<file path="config.mk">
export PLATFORM = sky130hd
export DESIGN_NAME = abs_diff_seq_4b
export DESIGN_NICKNAME = d
export VERILOG_FILES = /design/src/rtl/abs_diff_seq_pkg.sv /design/src/rtl/abs_diff_seq_4b_dpath.sv /design/src/rtl/abs_diff_seq_4b.sv
export SDC_FILE = /design/constraint.sdc
export NUM_CORES = 1
export LEC_CHECK = 0
export ABC_AREA = 1
export BUFFER_PORTS_ARGS = -buffer_cell sky130_fd_sc_hd__buf_2
export CAP_MARGIN = 15
export CORE_MARGIN = 3
export CORE_UTILIZATION = 55
export CTS_CLUSTER_DIAMETER = 200
export DETAILED_ROUTE_END_ITERATION = 12
export PLACE_DENSITY = 0.89
export REMOVE_ABC_BUFFERS = 1
export SLEW_MARGIN = 20
export SYNTH_ARGS = -nofsm -noshare
export SYNTH_HDL_FRONTEND = slang
export SYNTH_SLANG_ARGS = --single-unit
</file>
<file path="constraint.sdc">
create_clock -name clk -period 1.8 [get_ports clk]
set_clock_uncertainty 0.15 [all_clocks]
set_input_delay 0.18 -clock clk [delete_from_list [all_inputs] [get_ports clk]]
set_output_delay 0.18 -clock clk [all_outputs]
set_load 0.05 [all_outputs]
</file>
<file path="src/rtl/abs_diff_seq_pkg.sv">
// abs_diff_seq_pkg -- shared types and constants for abs_diff_seq_4b.
//   state_t    : FSM state encoding (IDLE=0, CALC=1, DONE=2; 3 is unused)
//   ABS_DIFF_W : operand / result width
package abs_diff_seq_pkg;

   localparam int ABS_DIFF_W = 4;

   typedef enum logic [1:0] {
      IDLE = 2'd0,
      CALC = 2'd1,
      DONE = 2'd2
   } state_t;

endpackage

</file>
<file path="src/rtl/abs_diff_seq_4b_dpath.sv">
// abs_diff_seq_4b_dpath -- datapath for the sequential absolute difference.
// Holds hi/lo/cnt; |a-b| is found by stepping lo up to hi and counting steps.
// Ports:
//   clk, rst   : clock, synchronous active-high reset (clears hi/lo/cnt)
//   load       : capture max/min of in0/in1 into hi/lo, clear cnt
//   step       : lo <= lo+1, cnt <= cnt+1
//   in0, in1   : unsigned operands
//   eq         : lo == hi (counting finished)
//   cnt        : current step count (the result once eq is seen)
module abs_diff_seq_4b_dpath
   import abs_diff_seq_pkg::*;
(
   input  logic                  clk,
   input  logic                  rst,
   input  logic                  load,
   input  logic                  step,
   input  logic [ABS_DIFF_W-1:0] in0,
   input  logic [ABS_DIFF_W-1:0] in1,
   output logic                  eq,
   output logic [ABS_DIFF_W-1:0] cnt
);

   logic [ABS_DIFF_W-1:0] hi, lo;
   logic                  b_gt_a;

   // Ties fall to hi=in0, lo=in1 (same value either way).
   assign b_gt_a = (in1 > in0);
   assign eq     = (lo == hi);

   always_ff @(posedge clk) begin
      if (rst) begin
         hi  <= '0;
         lo  <= '0;
         cnt <= '0;
      end else if (load) begin
         hi  <= b_gt_a ? in1 : in0;
         lo  <= b_gt_a ? in0 : in1;
         cnt <= '0;
      end else if (step) begin
         // lo never passes hi, so neither add can wrap.
         lo  <= lo + 1'b1;
         cnt <= cnt + 1'b1;
      end
   end

endmodule

</file>
<file path="src/rtl/abs_diff_seq_4b.sv">
// abs_diff_seq_4b -- 4-bit unsigned |in0 - in1| computed by a counting FSM.
// One operation in flight; result held under backpressure.
// Optional macro ABS_DIFF_SEQ_FASTPATH_EN: equal operands skip CALC and go
// straight IDLE->DONE (result 0 one cycle earlier).
// Ports:
//   clk, rst               : clock, synchronous active-high reset
//   istream_val/istream_rdy: operand pair handshake
//   in0, in1               : unsigned operands
//   ostream_val/ostream_rdy: result handshake
//   out                    : |in0 - in1|, valid while ostream_val (0 otherwise)
module abs_diff_seq_4b
   import abs_diff_seq_pkg::*;
(
   input  logic                  clk,
   input  logic                  rst,
   input  logic                  istream_val,
   output logic                  istream_rdy,
   input  logic [ABS_DIFF_W-1:0] in0,
   input  logic [ABS_DIFF_W-1:0] in1,
   output logic                  ostream_val,
   input  logic                  ostream_rdy,
   output logic [ABS_DIFF_W-1:0] out
);

   state_t                state, nxt;
   logic                  load, step, eq;
   logic                  irdy, oval;
   logic [ABS_DIFF_W-1:0] cnt;

   abs_diff_seq_4b_dpath u_dpath (
      .clk  (clk),
      .rst  (rst),
      .load (load),
      .step (step),
      .in0  (in0),
      .in1  (in1),
      .eq   (eq),
      .cnt  (cnt)
   );

   always_ff @(posedge clk) begin
      if (rst) state <= IDLE;
      else     state <= nxt;
   end

   always_comb begin
      nxt  = state;
      load = 1'b0;
      step = 1'b0;
      irdy = 1'b0;
      oval = 1'b0;
      out  = '0;
      case (state)
         IDLE: begin
            irdy = 1'b1;
            if (istream_val && !rst) begin
               load = 1'b1;
               nxt  = CALC;
`ifdef ABS_DIFF_SEQ_FASTPATH_EN
               if (in0 == in1) nxt = DONE;
`endif
            end
         end
         CALC: begin
            if (eq) nxt  = DONE;
            else    step = 1'b1;
         end
         DONE: begin
            oval = 1'b1;
            out  = cnt;
            // istream_rdy stays low here, so no input is taken on the
            // same edge the result leaves.
            if (ostream_rdy) nxt = IDLE;
         end
         default: nxt = IDLE;
      endcase
   end

   // Handshake outputs are masked for the whole reset cycle.
   assign istream_rdy = irdy & ~rst;
   assign ostream_val = oval & ~rst;

endmodule

</file>
==> reports/results.ini, run 1 <==
[status]
status = finished, final reports clean

[setup_path]
cp_slowest_cell = dfxtp_1
rr_startpoint = u_dpath.lo[0]$_SDFFE_PP0P_
rr_endpoint = u_dpath.lo[3]$_SDFFE_PP0P_
cp.arrival_ps = 1320
crit_fanout = 6
path_cells = inv_1 > nor2_1 > inv_1 > nor2_1 > buf_2
max_stage_delay_ps = 340
end_kind = output pin
rrSetupSlack_ps = 280
worstRegToRegCells = 10
worstSetupPathType = reg -> out
startpoint_type = flop
cp.required_ps = 1470

[synthesis]
ys_top_cells_by_area = dfxtp_1 26%, nand2_1 12%, inv_1 8.5%
synth_edf_count = 0
ys_warn_count = 0
ys.flop_type = dfxtp_1
yosysSeqAreaShare_pct = 26.4
syn_area_um2 = 1060
synthCells = 156
yosys.area.top_type_share_pct = 26.4
async_reset_ff_share_pct = 0
avgSynthCellArea_um2 = 6.79
yosys.cell_count.top_type = nand2_1
yosys-top-cells-count = 35 x nand2_1, 24 x inv_1, 14 x dfxtp_1, 14 x nor2_1, 13 x nand3_1
synth_seq_cells = 14
synth_cell_types = 22
synth_largest_area_cell = dfxtp_1

[cts]
clk_pin_slew_ps = 90
cts_buffers = 3
cts_sinks = 14
cts_tree = yes
hold_buffers = 0
clk_path_buf_depth = 2
cts_resized = 0
cts_root_buffer = clkbuf_4
clk_latency_ps = 280
postCtsSetupRepairBufs = 0
cts_htree_levels = 1

[floorplan]
dieArea_um2 = 2490
die_width_um = 49.9
row_count = 15
core_um2 = 1760
io_pins = 18
die_h_um = 49.9
initial_utilization_pct = 60.1

[sta]
final.setup.tns_ps = 0
setup_violations = 0
grt_setup_unrepaired = false
hold_viol_final = 0
relSlewSlack_pct = 76.1
worst_pin_slew_ps = 358
slew_violations = 0
finalCritPeriodShare_pct = 91.8
finalCriticalPeriod_ps = 1650
max_freq_mhz = 605

[place]
dp.cells = 194
io_buffers = 17
place_congestion = 0.819
hpwl_um = 1740

[power]
leakage_nw = 0.590
power.density_nw_per_um2 = 788
vdd_drop_max_mv = 0.425

[finish]
drive_above_1_share_pct = 26.0
fin_cells = 198
nNetsFinal = 192
final-seq-area_um2 = 280
multi_input_area_um2 = 629
area_delta_synth_final_pct = 10.5
fill_cells = 166
diodes = 0

[global_routing]
grt_max_degree = 16
track_usage_pct = 19.9
grt_pass1_vias = 940
gr-total-overflow = 0
antenna_found_initial = 0
grt_first_pass_wirelength_um = 3920

[routing]
drtIter0Drc = 29
vias = 1027
via_per_inst = 5.19
drc = 0
dr.pass1.iters = 4
totalWireLength_um = 2230
avgRoutedWirePerCell_um = 11.2
drtAntennaViolNets = 0

[flow_run]
maxCapViolations = 0

[hold_path]
hold_end = state[0]$_SDFFE_PP0P_
holdPathStages = 2
hp-class = in -> reg
min_from = rst

[flip-flops by register name, summed over array words and instances, names as in the netlist]
signal / flops
u_dpath.hi: 4
state: 2
u_dpath.cnt: 4
u_dpath.lo: 4
[critical path, delay by kind of cell, from the launching register on]
kind | cells | cell delay (ps)
buffers and inverters | 3 | 470
DFF | 1 | 340
and+or+nand+nor | 2 | 230
[final cells by class]
cell class / instances / area share (%)
Clock buffer: 4 / 3.10
Inverter: 29 / 9.29
Multi-Input combinational cell: 109 / 53.7
Sequential cell: 14 / 23.9
Tap cell: 25 / 2.67
Timing Repair Buffer: 17 / 7.26
[power breakdown]
group / total (mW) / internal [mW] / switching, mW
clock: 0.230 / 0.123 / 0.107
combinational: 0.324 / 0.116 / 0.208
sequential: 0.369 / 0.342 / 0.0263
total: 0.922 / 0.581 / 0.341
[kinds of logic after synthesis]
group                    Yosys count  synth area share (%)
AND/OR/NAND/NOR                   74                  32.3
buffers and inverters             33                  14.2
AO/OA/AOI/OAI                     26                  17.5
flip-flops                        14                  26.4
adder cells (fa/ha/maj)            6                  7.08
XOR/XNOR                           3                  2.48
[placed cells by master, fill, tap and decap left out, drive strengths merged]
cell	netlist	routed
nand2	40	40
inv	29	29
nor2	20	20
buf	4	17
dfxtp	14	14
nand3	13	13
a21oi	13	13
o21ai	7	7
ha	6	6
o22ai	4	4
clkbuf	0	4
xor2	3	3
o21bai	2	2
nor3	1	1
[worst max path at each step]
stage | startpoint | end | slack (ps) | cells after the start
after detailed placement | in0[3] | u_dpath.hi[3]$_SDFFE_PP0P_ | 60 | 10
after global placement | in0[3] | u_dpath.hi[1]$_SDFFE_PP0P_ | 100 | 9
final | state[1]$_SDFFE_PP0P_ | out[1] | 150 | 5
after floorplan | state[0]$_SDFFE_PP0P_ | u_dpath.hi[0]$_SDFFE_PP0P_ | 300 | 8
after global routing | state[1]$_SDFFE_PP0P_ | out[1] | 110 | 5
after CTS | state[1]$_SDFFE_PP0P_ | out[1] | 180 | 5
[routing by layer]
| metal | GRT usage [%] | vias up | part of all wire (%) |
|---|---|---|---|
| met1 | 24.2 | 457 | 43 |
| met4 | 8.76 | 0 | 0.45 |
| met2 | 34.6 | 41 | 51 |
| met3 | 2.42 | 2 | 5.8 |
| li1 | - | 527 | - |
| met5 | 0 | - | 0 |
[per-stage QoR]
step	power, mW	util (%)	area, um2	hold WS (ps)	setup slack, ps
after global routing	0.981	66.4	1170	21.7	110
after CTS	0.922	66.4	1170	11.2	178
after detailed placement	0.697	64.3	1130	307	61.9
after floorplan	0.626	-	1020	99.1	298
after global placement	0.678	64.3	1130	294	103
final	0.922	66.4	1170	9.32	148
No activity file was read; power rests on OpenSTA's default activity.
==> run 2, diff against run 1 <==
Settings changed: ABC_AREA 1 to unset, CORE_UTILIZATION 55 to 52, PLACE_DENSITY 0.89 to 0.87.
==> reports/results.ini, run 2 <==
[sta]
slew_violations = 0
hold_viol_final = 0
max_freq_mhz = 590
setup_slack_ps = 106
finalCritPeriodShare_pct = 94.1
worst_pin_slew_ps = 357
setup_violations = 0
grt_setup_unrepaired = false
finalCriticalPeriod_ps = 1690
hold_slack_ps = 21.5
final.setup.tns_ps = 0
relSlewSlack_pct = 76.0

[floorplan]
row_count = 14
io_pins = 18
die_width_um = 47.3
die_h_um = 47.3
dieArea_um2 = 2240
initial_utilization_pct = 57.0
core_um2 = 1560

[routing]
avgRoutedWirePerCell_um = 12.2
drc = 0
totalWireLength_um = 1740
via_per_inst = 5.54
dr.pass1.iters = 4
vias = 787
drtAntennaViolNets = 0
drtIter0Drc = 6

[cts]
clk_path_buf_depth = 2
cts_sinks = 14
cts_htree_levels = 1
cts_root_buffer = clkbuf_4
cts_tree = yes
clk_latency_ps = 270
clk_pin_slew_ps = 80
cts_buffers = 3
hold_buffers = 0

[status]
status = finished, final reports clean

[global_routing]
grt_first_pass_wirelength_um = 2750
track_usage_pct = 17.4
grt_max_degree = 15
antenna_found_initial = 0
gr-total-overflow = 0
grt_pass1_vias = 677

[synthesis]
ys.flop_type = dfxtp_1
yosys-top-cells-count = 14 x dfxtp_1, 12 x nor2_1, 6 x ha_1, 6 x mux2i_1
synth_edf_count = 0
synthCells = 100
yosys.area.top_type_share_pct = 31.5
avgSynthCellArea_um2 = 8.88
yosys.cell_count.top_type = dfxtp_1
ys_top_cells_by_area = dfxtp_1 32%, ha_1 8.5%, mux2i_1 6.8%
yosysSeqAreaShare_pct = 31.5
syn_area_um2 = 888
synth_largest_area_cell = dfxtp_1
async_reset_ff_share_pct = 0
synth_cell_types = 28
synth_seq_cells = 14
ys_warn_count = 0

[power]
seq_power_share_pct = 46.2
power.density_nw_per_um2 = 747
clkPwrFrac_pct = 21.7
vdd_drop_max_mv = 0.463
p_int_uw = 536
swShare_pct = 32.8
p_switching_uw = 262
p_comb_share_pct = 32.1
leakage_nw = 0.472

[finish]
diodes = 0
area_delta_synth_final_pct = 20.3
top_regs = u_dpath.cnt (4), u_dpath.hi (4), u_dpath.lo (4)
layout_common_cells = 17 x buf_2, 14 x dfxtp_1, 12 x nor2_1
final_common_cell = buf_2
drive_above_1_share_pct = 26.2
nNetsFinal = 146
fin_cells = 142

[place]
post-place-ws_ps = -77.9
io_buffers = 17
place_congestion = 0.687
dp.cells = 137
hpwl_um = 1400

[setup_path]
end_kind = output pin
startpoint_type = flop
worstSetupPathType = reg -> out
cp.required_ps = 1470
crit_fanout = 5
cp.arrival_ps = 1360

[hold_path]
hp-class = in -> reg

[flow_run]
maxCapViolations = 0

run 2: metal layers:
layer  vias to the layer above  GRT usage, %  share of wire [%]
met3                         4          3.45                3.5
li1                        408             -                  -
met5                         -             0                  0
met1                       359          20.5                 44
met4                         0          4.97               0.81
met2                        16          31.3                 52
run 2: cell type report:
type	count	area, um2
multi-input combinational	79	578
timing repair buffer	26	153
fill	126	490
sequential	14	280
tap	16	20.0
inverter	4	15.0
clock buffer	3	22.5
run 2: critical path, stage by stage (launching register included):
cell and delay, ps:
dfxtp_1 430, nor2b_1 250, and2_1 160, buf_2 260
run 2: logic make-up after synthesis:
family	after synthesis	synth area share, %
buf+inv	7	3.38
xor+xnor	9	8.87
compound gates	16	15.5
mux	6	6.76
fa+ha+maj	6	8.45
simple gates	42	25.5
flops	14	31.5
run 2: through the flow:
step	utilization [%]	total power, mW	area (um2)
floorplan	-	0.545	873
global placement	66.1	0.612	1030
detailed placement	66.1	0.624	1030
CTS	67.6	0.792	1050
global route	68.5	0.846	1070
finish	68.5	0.798	1070
run 2: path summary, 6_finish.rpt:
path                               start                     endpoint  slack, ps  cells after the start
max reg2reg   u_dpath.lo[1]$_SDFFE_PP0P_  u_dpath.cnt[3]$_SDFFE_PP0P_        170                      6
min                               in1[0]   u_dpath.lo[0]$_SDFFE_PP0P_         20                      3
max                state[1]$_SDFFE_PP0P_                       out[2]        110                      3
min reg2reg  u_dpath.cnt[3]$_SDFFE_PP0P_  u_dpath.cnt[3]$_SDFFE_PP0P_        360                      2
run 2: power by group through the flow:
stage	Clock, mW	Sequential [mW]	Combinational [mW]
after floorplan	0	0.368	0.177
after global placement	0	0.373	0.239
after detailed placement	0	0.375	0.249
after CTS	0.174	0.368	0.250
after global routing	0.188	0.373	0.285
final	0.173	0.368	0.256
run 2: what timing repair did:
action | 4_1_cts | 5_1_grt
endpoints found under the hold margin | 0 | 0
setup buffers | 0 | 2
endpoints found under the setup margin | 0 | 2
resized for setup | 0 | 0
